## config.mk

```make
export PLATFORM = sky130hd
export DESIGN_NAME = uart_receiver_flat
export DESIGN_NICKNAME = d
export VERILOG_FILES = /design/src/rtl/uart_pkg.sv /design/src/rtl/uart_receiver_if.sv /design/src/rtl/uart_sync.sv /design/src/rtl/uart_receiver.sv /design/src/flat_wrapper.sv
export SDC_FILE = /design/constraint.sdc
export NUM_CORES = 1
export LEC_CHECK = 0
export CORE_MARGIN = 2
export CORE_UTILIZATION = 54
export DETAILED_ROUTE_END_ITERATION = 10
export PLACE_DENSITY = 0.89
export SETUP_SLACK_MARGIN = 0.02
export SLEW_MARGIN = 30
export SYNTH_ARGS = -nofsm -noshare
export SYNTH_HDL_FRONTEND = slang
export SYNTH_SLANG_ARGS = --single-unit
```

## constraint.sdc

```tcl
create_clock -name clk_50m -period 1.76 [get_ports clk_50m]
set_input_delay 0.528 -clock clk_50m [delete_from_list [all_inputs] [get_ports clk_50m]]
set_output_delay 0.528 -clock clk_50m [all_outputs]
set_load 0.02 [all_outputs]
```

## src/rtl/uart_pkg.sv

```systemverilog
// uart_pkg: shared UART constants and the receiver FSM state type.
// Holds the default frame geometry and the 50 MHz / 115200 baud dividers
// that the baud-rate generator also uses.
package uart_pkg;

  localparam int DATA_BITS_DEF   = 8;
  localparam int OVERSAMPLE_DEF  = 16;
  localparam int SYNC_STAGES_DEF = 2;

  localparam int CLK_HZ   = 50_000_000;
  localparam int BAUD     = 115_200;
  // Whole-bit divider (434) and the 16x oversample divider (27).
  localparam int BAUD_DIV    = CLK_HZ / BAUD;
  localparam int BAUD_DIV_OS = CLK_HZ / (BAUD * OVERSAMPLE_DEF);

  typedef enum logic [2:0] {
    IDLE   = 3'd0,
    START  = 3'd1,
    DATA   = 3'd2,
    PARITY = 3'd3,
    STOP   = 3'd4
  } rx_state_e;

endpackage

```

## src/rtl/uart_receiver_if.sv

```systemverilog
// uart_receiver_if: serial input, oversample strobe and byte-ready handshake
// between the UART receiver (master) and its consumer (slave).
// parity_err exists only when UART_RX_PARITY_EN is defined.
interface uart_receiver_if #(
  parameter int DATA_BITS = 8
);

  logic                 rx;
  logic                 rxclk_en;
  logic                 rdy_clr;
  logic [DATA_BITS-1:0] data_out;
  logic                 rdy;
  logic                 frame_err;
  logic                 overrun_err;
  logic                 rx_busy;
`ifdef UART_RX_PARITY_EN
  logic                 parity_err;

  modport master (
    input  rx, rxclk_en, rdy_clr,
    output data_out, rdy, frame_err, overrun_err, rx_busy, parity_err
  );

  modport slave (
    output rx, rxclk_en, rdy_clr,
    input  data_out, rdy, frame_err, overrun_err, rx_busy, parity_err
  );
`else
  modport master (
    input  rx, rxclk_en, rdy_clr,
    output data_out, rdy, frame_err, overrun_err, rx_busy
  );

  modport slave (
    output rx, rxclk_en, rdy_clr,
    input  data_out, rdy, frame_err, overrun_err, rx_busy
  );
`endif

endinterface

```

## src/rtl/uart_sync.sv

```systemverilog
// uart_sync: STAGES-deep flop chain for an asynchronous single-bit input.
// Presets to 1 on reset so an idle-high line never looks like activity.
module uart_sync #(
  parameter int STAGES = 2
) (
  input  logic clk,
  input  logic rst,
  input  logic d,
  output logic q
);

  logic [STAGES-1:0] chain_q;
  logic [STAGES-1:0] chain_d;

  // Shift the raw input one stage further along the chain each clock.
  always_comb begin
    // NOTE: every bit gets a default before any conditional or partial
    // assignment, so no path through the block can infer a latch.
    chain_d    = chain_q;
    chain_d[0] = d;
    for (int i = 1; i < STAGES; i++) begin
      chain_d[i] = chain_q[i-1];
    end
  end

  // Chain registers with asynchronous preset to the idle level.
  always_ff @(posedge clk or posedge rst) begin
    // NOTE: sequential state uses non-blocking assignment so every flop
    // samples its pre-edge inputs regardless of block ordering.
    if (rst) chain_q <= '1;
    else     chain_q <= chain_d;
  end

  assign q = chain_q[STAGES-1];

endmodule

```

## src/rtl/uart_receiver.sv

```systemverilog
// uart_receiver: UART receiver (8N1 by default) driven by a 16x oversample
// strobe. Bytes are presented on data_out with a sticky rdy flag and
// sticky frame/overrun error flags, all cleared by rdy_clr.
// Define UART_RX_PARITY_EN to add an even-parity bit and parity_err.
module uart_receiver
  import uart_pkg::*;
#(
  parameter int DATA_BITS   = DATA_BITS_DEF,
  parameter int OVERSAMPLE  = OVERSAMPLE_DEF,  // even, >= 4
  parameter int SYNC_STAGES = SYNC_STAGES_DEF
) (
  input logic             clk_50m,
  input logic             rst,
  uart_receiver_if.master bus
);

  localparam int CNT_W = $clog2(OVERSAMPLE);
  localparam int BIT_W = (DATA_BITS > 1) ? $clog2(DATA_BITS) : 1;

  localparam logic [CNT_W-1:0] CNT_MID  = CNT_W'(OVERSAMPLE / 2 - 1);
  localparam logic [CNT_W-1:0] CNT_LAST = CNT_W'(OVERSAMPLE - 1);
  localparam logic [BIT_W-1:0] BIT_LAST = BIT_W'(DATA_BITS - 1);

  logic                 rx_s;

  rx_state_e            state_q, state_d;
  logic [CNT_W-1:0]     cnt_q, cnt_d;
  logic [BIT_W-1:0]     bit_q, bit_d;
  logic [DATA_BITS-1:0] shift_q, shift_d;
  logic                 armed_q, armed_d;
  logic [DATA_BITS-1:0] data_q, data_d;
  logic                 rdy_q, rdy_d;
  logic                 frame_err_q, frame_err_d;
  logic                 overrun_err_q, overrun_err_d;
`ifdef UART_RX_PARITY_EN
  logic                 parity_err_q, parity_err_d;
`endif

  uart_sync #(
    .STAGES (SYNC_STAGES)
  ) u_rx_sync (
    .clk (clk_50m),
    .rst (rst),
    .d   (bus.rx),
    .q   (rx_s)
  );

  // Frame FSM, sample counter and sticky output flags; clear first, then
  // any set from this cycle's sample wins over the clear.
  always_comb begin
    state_d       = state_q;
    cnt_d         = cnt_q;
    bit_d         = bit_q;
    shift_d       = shift_q;
    armed_d       = armed_q;
    data_d        = data_q;
    rdy_d         = rdy_q;
    frame_err_d   = frame_err_q;
    overrun_err_d = overrun_err_q;
`ifdef UART_RX_PARITY_EN
    parity_err_d  = parity_err_q;
`endif

    if (bus.rdy_clr) begin
      rdy_d         = 1'b0;
      frame_err_d   = 1'b0;
      overrun_err_d = 1'b0;
`ifdef UART_RX_PARITY_EN
      parity_err_d  = 1'b0;
`endif
    end

    if (bus.rxclk_en) begin
      cnt_d = (cnt_q == CNT_LAST) ? '0 : cnt_q + 1'b1;

      unique case (state_q)
        IDLE: begin
          cnt_d = '0;
          // Arming requires a high line first, so a held-low break after a
          // framing error cannot start a new frame.
          if (rx_s) begin
            armed_d = 1'b1;
          end else if (armed_q) begin
            state_d = START;
          end
        end

        START: begin
          if (cnt_q == CNT_MID) begin
            cnt_d = '0;
            if (!rx_s) begin
              state_d = DATA;
              bit_d   = '0;
            end else begin
              state_d = IDLE;  // line went back high: glitch, not a start bit
            end
          end
        end

        DATA: begin
          if (cnt_q == CNT_LAST) begin
            // LSB arrives first, so each new bit enters at the MSB end.
            shift_d = {rx_s, shift_q[DATA_BITS-1:1]};
            if (bit_q == BIT_LAST) begin
`ifdef UART_RX_PARITY_EN
              state_d = PARITY;
`else
              state_d = STOP;
`endif
            end else begin
              bit_d = bit_q + 1'b1;
            end
          end
        end

`ifdef UART_RX_PARITY_EN
        PARITY: begin
          if (cnt_q == CNT_LAST) begin
            // Even parity: payload ones plus the parity bit must be even.
            if ((^shift_q) ^ rx_s) parity_err_d = 1'b1;
            state_d = STOP;
          end
        end
`endif

        STOP: begin
          if (cnt_q == CNT_LAST) begin
            if (rx_s) begin
              data_d = shift_q;
              rdy_d  = 1'b1;
              // An ack landing on the completion cycle consumed the old byte.
              if (rdy_q && !bus.rdy_clr) overrun_err_d = 1'b1;
            end else begin
              frame_err_d = 1'b1;
              armed_d     = 1'b0;
            end
            state_d = IDLE;
          end
        end

        default: state_d = IDLE;
      endcase
    end
  end

  // State and output registers; reset aborts any frame in flight.
  always_ff @(posedge clk_50m or posedge rst) begin
    if (rst) begin
      state_q       <= IDLE;
      cnt_q         <= '0;
      bit_q         <= '0;
      shift_q       <= '0;
      armed_q       <= 1'b0;
      data_q        <= '0;
      rdy_q         <= 1'b0;
      frame_err_q   <= 1'b0;
      overrun_err_q <= 1'b0;
`ifdef UART_RX_PARITY_EN
      parity_err_q  <= 1'b0;
`endif
    end else begin
      state_q       <= state_d;
      cnt_q         <= cnt_d;
      bit_q         <= bit_d;
      shift_q       <= shift_d;
      armed_q       <= armed_d;
      data_q        <= data_d;
      rdy_q         <= rdy_d;
      frame_err_q   <= frame_err_d;
      overrun_err_q <= overrun_err_d;
`ifdef UART_RX_PARITY_EN
      parity_err_q  <= parity_err_d;
`endif
    end
  end

  assign bus.data_out    = data_q;
  assign bus.rdy         = rdy_q;
  assign bus.frame_err   = frame_err_q;
  assign bus.overrun_err = overrun_err_q;
  assign bus.rx_busy     = (state_q != IDLE);
`ifdef UART_RX_PARITY_EN
  assign bus.parity_err  = parity_err_q;
`endif

endmodule

```

## src/flat_wrapper.sv

```systemverilog
// flat-port wrapper written by rule: the top's interface ports become plain ports
module uart_receiver_flat import uart_pkg::*;
#(
  parameter int DATA_BITS   = DATA_BITS_DEF,
  parameter int OVERSAMPLE  = OVERSAMPLE_DEF,               
  parameter int SYNC_STAGES = SYNC_STAGES_DEF
)
  (clk_50m, rst, bus_rx, bus_rxclk_en, bus_rdy_clr, bus_data_out, bus_rdy, bus_frame_err, bus_overrun_err, bus_rx_busy);
  uart_receiver_if #(.DATA_BITS(DATA_BITS)) bus_i ();
  input logic clk_50m;
  input logic rst;
  input wire logic [$bits(bus_i.rx)-1:0] bus_rx;
  input wire logic [$bits(bus_i.rxclk_en)-1:0] bus_rxclk_en;
  input wire logic [$bits(bus_i.rdy_clr)-1:0] bus_rdy_clr;
  output wire logic [$bits(bus_i.data_out)-1:0] bus_data_out;
  output wire logic [$bits(bus_i.rdy)-1:0] bus_rdy;
  output wire logic [$bits(bus_i.frame_err)-1:0] bus_frame_err;
  output wire logic [$bits(bus_i.overrun_err)-1:0] bus_overrun_err;
  output wire logic [$bits(bus_i.rx_busy)-1:0] bus_rx_busy;
  assign bus_i.rx = bus_rx;
  assign bus_i.rxclk_en = bus_rxclk_en;
  assign bus_i.rdy_clr = bus_rdy_clr;
  assign bus_data_out = bus_i.data_out;
  assign bus_rdy = bus_i.rdy;
  assign bus_frame_err = bus_i.frame_err;
  assign bus_overrun_err = bus_i.overrun_err;
  assign bus_rx_busy = bus_i.rx_busy;
  uart_receiver #(.DATA_BITS(DATA_BITS), .OVERSAMPLE(OVERSAMPLE), .SYNC_STAGES(SYNC_STAGES)) u_core (.clk_50m(clk_50m), .rst(rst), .bus(bus_i));
endmodule
```

==> results of run 1 <==
## worst min path at each step
| stage | from | depth (start not counted) | slack (ns) | to |
|---|---|---|---|---|
| after floorplan | u_core.u_rx_sync.chain_q[0] | 0 | 0.35 | u_core.u_rx_sync.chain_q[1] |
| final | u_core.u_rx_sync.chain_q[0] | 0 | 0.36 | u_core.u_rx_sync.chain_q[1] |
| after global routing | u_core.u_rx_sync.chain_q[0] | 0 | 0.37 | u_core.u_rx_sync.chain_q[1] |
| after CTS | u_core.u_rx_sync.chain_q[0] | 0 | 0.36 | u_core.u_rx_sync.chain_q[1] |
| after detailed placement | u_core.u_rx_sync.chain_q[0] | 0 | 0.35 | u_core.u_rx_sync.chain_q[1] |
| after global placement | u_core.u_rx_sync.chain_q[0] | 0 | 0.35 | u_core.u_rx_sync.chain_q[1] |
## through the flow
stage	setup TNS (ns)	area, um^2
after floorplan	0	1480
after global placement	-5.05	1770
after detailed placement	-5.91	1770
after CTS	0	1850
after global routing	-0.0220	1890
final	-0.000700	1890
## cell usage after synthesis
library cell  count
inv_1            11
nor4b_4           1
and4_1            1
a22o_1            1
o31ai_1           1
buf_4             3
o21ai_0           5
mux2i_1           5
a21oi_1           2
nand2_1           7
clkbuf_1          1
a211o_2           1
nor3b_4           1
mux2_2           16
ha_1              3
and3_1            2
nand4_1           1
inv_2             1
a211oi_2          1
or4_1             1
o22ai_1           1
nand3_1           5
nand2_2           1
xor2_1            1
dfstp_2           2
a31oi_2           2
nand3b_1          1
o21ai_1           1
a31oi_1           2
nor3_1            1
o41ai_4           1
and3b_1           1
nor2_1            6
dfrtp_1          30
## power by group through the flow
stage / clock [mW] / sequential, mW / combinational (mW)
floorplan: 0 / 0.881 / 0.331
CTS: 0.449 / 0.872 / 0.550
detailed placement: 0 / 0.887 / 0.512
global placement: 0 / 0.878 / 0.487
finish: 0.436 / 0.889 / 0.605
global route: 0.480 / 0.898 / 0.659
## placed cells by master (no fill, tap or decap), types with 2 or more instances in the layout
master and count:
mux2_2 16, mux2i_1 5, dfrtp_1 30, dlygate4sd2_1 12, inv_1 11, nor2_1 5
clkdlybuf4s50_1 3, buf_4 15, o21ai_0 5, and3_1 2, nand2_1 7, ha_4 2
buf_12 2, dfstp_2 2, clkbuf_4 5, clkbuf_1 2, a31oi_1 2, a21oi_1 2
nand3_1 5
## flip-flops by register name (all words and copies together), names as in the netlist
signal and cells:
u_core.bus.frame_err 1, u_core.bus.rdy 1, u_core.bus.overrun_err 1, u_core.shift_q 8, u_core.armed_q 1, u_core.u_rx_sync.chain_q 2
u_core.bus.data_out 8, u_core.cnt_q 4, u_core.state_q 3, u_core.bit_q 3
## logic make-up (layout without fill, tap and decap cells)
| logic type | Yosys count | after routing | synth area share |
|---|---|---|---|
| flip-flops | 32 | 32 | 0.543 |
| AND/OR/NAND/NOR | 29 | 29 | 0.121 |
| multiplexers | 21 | 21 | 0.156 |
| AO/OA/AOI/OAI | 18 | 18 | 0.101 |
| buffers and inverters | 16 | 53 | 0.0482 |
| adder cells (fa/ha/maj) | 3 | 3 | 0.0254 |
| XOR/XNOR | 1 | 1 | 0.00592 |
## layout make-up
type / count / area [um^2] / area share
Multi-Input combinational cell: 72 / 651 / 0.343
Tap cell: 30 / 37.5 / 0.0198
Sequential cell: 32 / 803 / 0.424
Clock buffer: 8 / 58.8 / 0.0310
Inverter: 12 / 45.0 / 0.0238
Timing Repair Buffer: 33 / 299 / 0.158
## worst register-to-register path, stage by stage, from the launching register on
cell     delay (ns)
dfrtp_1        0.42
ha_4           0.18
and3_1         0.16
and4_1         0.22
nand2_2        0.19
mux2_2         0.37
## repair_timing
action	in CTS	in global routing
setup buffers	2	2
pin swaps	4	6
gates resized for setup	20	7
endpoints found under the setup margin	13	6
## per-layer routing
layer | up-vias | part of all wire
met5 | - | 0
met4 | 0 | 0.035
met3 | 13 | 0.036
met2 | 19 | 0.49
met1 | 524 | 0.44
li1 | 500 | -
==> flow_summary.toml, run 1 <==
[sta]
max_freq_mhz = 568
relSlewSlack = 0.724
period_needed_ns = 1.76
timing.final.ws_setup_ns = -0.000700
tightestPinTransition_ns = 0.410
drv_slew = 0
fin_crit_sh = 1.00
fin_skew_ns = 0.0141
hold_viol_final = 0
setup_viol = 1
hold_slack_ns = 0.362
rsz0062_at_grt = "yes"

[synthesis]
syn-num-nets = 128
syn_area_mm2 = 0.00148
yosys.area.top_type = "dfrtp_1"
ys_top_cells_by_area = "dfrtp_1 (51%), mux2_2 (12%), dfstp_2 (3.6%)"
synth_seq_cells = 32
yosysWarnings = 0
synth_top_area_frac = 0.507
netlist_instances = 120
seq_area_frac_synth = 0.543
syn_avg_cell_area_um2 = 12.3
yosysUniqueCellTypes = 34

[run_status]
status = "finished with violations"
failed_checks = "setup timing"

[cts]
cts-htree-levels = 2
cts_tree = "built"
clk_latency_ns = 0.33
ctsLongestPathBuffers = 2
hold_buffers = 0
clk_pin_slew_ns = 0.10
cts_buffers = 5
cts_root_buf = "clkbuf_4"
clock-sinks = 32

[global_routing]
grt_pass1_wl_um = 5090
grtUsageMet3 = 0.0691
grt.total_usage = 0.214
top_usage_layer = "met2"
grtUsageMet1 = 0.259
grt_max_degree = 33
grtUsageMet2 = 0.333
grt_pass1_vias = 1116
grt_overflow = 0
antenna_found_initial = 0

[route]
drt_iter0_drc = 19
route.detailed.drc = 0
drt_pre_antenna_iters = 4
wl_um = 2920
num_vias = 1056
wl_per_cell_um = 15.6
antenna_left = 0
viasPerCell = 5.65

[layout]
drive_gt1_frac = 0.363
nFillCells = 178
finalNetCount = 164
insertedDiodeCount = 0
final_util = 0.744
layout.cells.non_filler = 187
areaGrowthSynthToFinish_pct = 28.0

[worst_hold_path]
worstHoldPathType = "register to register"

[critical_path]
r2r_start = "u_core.cnt_q[1]"
cp_num_buf_inv = 2
cp_max_fo = 2
path_cells = "nor3_2 -> inv_1 -> buf_6"
worstSetupPathType = "register to output pin"
critPathRequiredTime_ns = 1.23
critPathArrivalTime_ns = 1.23
reg2reg_slack_ns = 0.09
cpLargestDelayFamily = "flip-flops"
startpoint = "u_core.state_q[0]"
crit_slowest_cell = "dfrtp_1"
crit_path_end = "bus_rx_busy"
worstSetupEndpointType = "output pin"
slowest_delay_ns = 0.41
cp.depth = 3
timing.rr.end = "u_core.bus.data_out[6]"
cp-start-kind = "register"
worstRegToRegCells = 5

[power_and_ir_drop]
vdd_drop_max_mv = 0.805
net-switching-power_uw = 609
switching_share = 0.315
power_density_mw_per_mm2 = 1020
power_frac_comb = 0.313
p_total_mw = 1.93
internal_power_mw = 1.32
clkPwrFrac = 0.226
p_leak_nw = 0.937
seq_power_share = 0.461

[placement]
dp_slack_ns = -0.292
dp_cells = 175
io_buffers = 16
globalplace.congestion = 0.758
place_hpwl_um = 2000

[floorplanning]
dieArea_mm2 = 0.00318
io_pins = 17
die_h_um = 56.4
core_area_mm2 = 0.00254
num_rows = 18
die_w_um = 56.4
initial_core_util = 0.582

[flow_run]
max_cap_violations = 0
Note: power is estimated with default switching activity, not from simulation.
==> run 2, diff against run 1 <==
--- a/config.mk
+++ b/config.mk
@@ -8,7 +8,7 @@
 export CORE_MARGIN = 2
 export CORE_UTILIZATION = 54
 export DETAILED_ROUTE_END_ITERATION = 10
-export PLACE_DENSITY = 0.89
+export PLACE_DENSITY_LB_ADDON = 0.3
 export SETUP_SLACK_MARGIN = 0.02
 export SLEW_MARGIN = 30
 export SYNTH_ARGS = -nofsm -noshare
==> run 2 against run 1 <==
Compared with the run above:
- the flow now finishes without violations
- clock skew is 0.0063 ns lower
- via count decreased by 5.3%
- clock power grew 23%
- critical path depth grew 2
- final cell count decreased by 3.7%
- cell area is 3.0% lower
- sequential cell count unchanged
- routed wire length shrank 6.3%
- critical path type is now register to register
- largest cell class unchanged
- highest routed layer unchanged
==> flow_summary.toml, run 2 (synthesized netlist as in run 1, its figures left out) <==
[floorplanning]
num_rows = 18
die_h_um = 56.4
dieArea_mm2 = 0.00318
die_w_um = 56.4
core_area_mm2 = 0.00254
initial_core_util = 0.582
io_pins = 17

[global_routing]
grt_pass1_wl_um = 4700
grt_pass1_vias = 1022
grt_overflow = 0
antenna_found_initial = 0
grt_max_degree = 33
grt.total_usage = 0.198

[cts]
hold_buffers = 0
cts-htree-levels = 2
clk_latency_ns = 0.33
clock-sinks = 32
cts_root_buf = "clkbuf_4"
ctsLongestPathBuffers = 2
cts_tree = "built"
cts_buffers = 5
clk_pin_slew_ns = 0.10

[route]
route.detailed.drc = 0
viasPerCell = 5.56
num_vias = 1000
antenna_left = 0
drt_pre_antenna_iters = 4
wl_um = 2740
wl_per_cell_um = 15.2
drt_iter0_drc = 14

[sta]
rsz0062_at_grt = "yes"
relSlewSlack = 0.709
tightestPinTransition_ns = 0.432
setup_viol = 0
hold_viol_final = 0
period_needed_ns = 1.69
fin_skew_ns = 0.00780
fin_crit_sh = 0.960
max_freq_mhz = 592
drv_slew = 0

[flow_run]
max_cap_violations = 0

[critical_path]
slowest_delay_ns = 0.41
cpLargestDelayFamily = "simple AND/OR/NAND/NOR gates"
reg2reg_slack_ns = 0.07
cp_num_buf_inv = 0
worstSetupEndpointType = "register"
startpoint = "u_core.cnt_q[1]"
crit_path_end = "u_core.bus.data_out[5]"
r2r_start = "u_core.cnt_q[1]"
timing.rr.end = "u_core.bus.data_out[5]"
cp_max_fo = 9
cp.depth = 5
path_cells = "ha_2 -> and3_2 -> and4_1 -> nand2_4 -> mux2_2"
worstRegToRegCells = 5
worstSetupPathType = "register to register"
crit_slowest_cell = "dfrtp_1"
cp-start-kind = "register"
critPathRequiredTime_ns = 1.98
critPathArrivalTime_ns = 1.91

[power_and_ir_drop]
seq_power_share = 0.460
power_density_mw_per_mm2 = 1040
net-switching-power_uw = 569
vdd_drop_max_mv = 0.901
clkPwrFrac = 0.281
power_frac_comb = 0.260
switching_share = 0.297
p_leak_nw = 0.918
internal_power_mw = 1.35

[placement]
dp_cells = 172
globalplace.congestion = 0.764
io_buffers = 16
place_hpwl_um = 1890
dpl_cell_area_mm2 = 0.00175

[layout]
areaGrowthSynthToFinish_pct = 24.2
layout.cells.non_filler = 180
layout_commonest_cell = "dfrtp_1"
design_area_mm2 = 0.00184
finalNetCount = 157
nFillCells = 189
seq_area_um2 = 803
drive_gt1_frac = 0.333
insertedDiodeCount = 0
mostFrequentLayoutCells = "dfrtp_1 (30), mux2_2 (16), inv_1 (11), dlygate4sd2_1 (11), buf_4 (8)"
multi_input_area_um2 = 634

[run_status]
status = "finished, final reports clean"

[worst_hold_path]
worstHoldPathType = "register to register"
==> run 2: final cells by class <==
type                            count  area share
Sequential cell                    32       0.437
Clock inverter                      2      0.0191
Multi-Input combinational cell     72       0.345
Tap cell                           30      0.0204
Timing Repair Buffer               26       0.131
Inverter                           12      0.0245
Clock buffer                        6      0.0225
==> run 2: layer usage <==
layer,vias up,wire [um],track usage,part of all wire
met1,487,1230,0.250,0.45
met3,9,107,0.0438,0.039
met5,-,0,0,0
li1,480,-,-,-
met2,24,1340,0.318,0.49
met4,0,60,0.102,0.022
==> run 2: worst min path at each step <==
stage | start | to | slack (ns) | cells after the start
finish | u_core.u_rx_sync.chain_q[0] | u_core.u_rx_sync.chain_q[1] | 0.37 | 0
detailed placement | u_core.u_rx_sync.chain_q[0] | u_core.u_rx_sync.chain_q[1] | 0.35 | 0
global placement | u_core.u_rx_sync.chain_q[0] | u_core.u_rx_sync.chain_q[1] | 0.35 | 0
global route | u_core.u_rx_sync.chain_q[0] | u_core.u_rx_sync.chain_q[1] | 0.37 | 0
CTS | u_core.u_rx_sync.chain_q[0] | u_core.u_rx_sync.chain_q[1] | 0.37 | 0
floorplan | u_core.u_rx_sync.chain_q[0] | u_core.u_rx_sync.chain_q[1] | 0.35 | 0
==> run 2: through the flow <==
stage                      util  setup WS (ns)  hold slack (ns)  total power [mW]   TNS, ns
final                     0.722         0.0701            0.365              1.92         0
after CTS                 0.715         0.0235            0.367              1.92         0
after global placement    0.688         -0.180            0.350              1.36     -3.35
after floorplan               -          0.137            0.345              1.21         0
after detailed placement  0.688         -0.226            0.350              1.39     -4.09
after global routing      0.722       -0.00830            0.369              2.03  -0.00830
==> run 2: power groups by stage <==
stage          clock network (mW)  registers [mW]  logic, mW
4_1_cts                     0.551           0.875      0.492
5_1_grt                     0.585           0.889      0.560
3_5_place_dp                    0           0.886      0.500
2_1_floorplan                   0           0.881      0.331
6_report                    0.538           0.881      0.497
3_3_place_gp                    0           0.879      0.477
==> run 2: worst reg2reg max path: stages, from the launching register on <==
cell and delay (ns):
dfrtp_1 0.41, ha_2 0.22, and3_2 0.22, and4_1 0.24, nand2_4 0.14, mux2_2 0.35
==> run 2: what timing repair did <==
item,CTS,global route
gates resized for setup,17,5
setup buffers,0,0
pin swaps,1,1
setup endpoints to repair,20,22
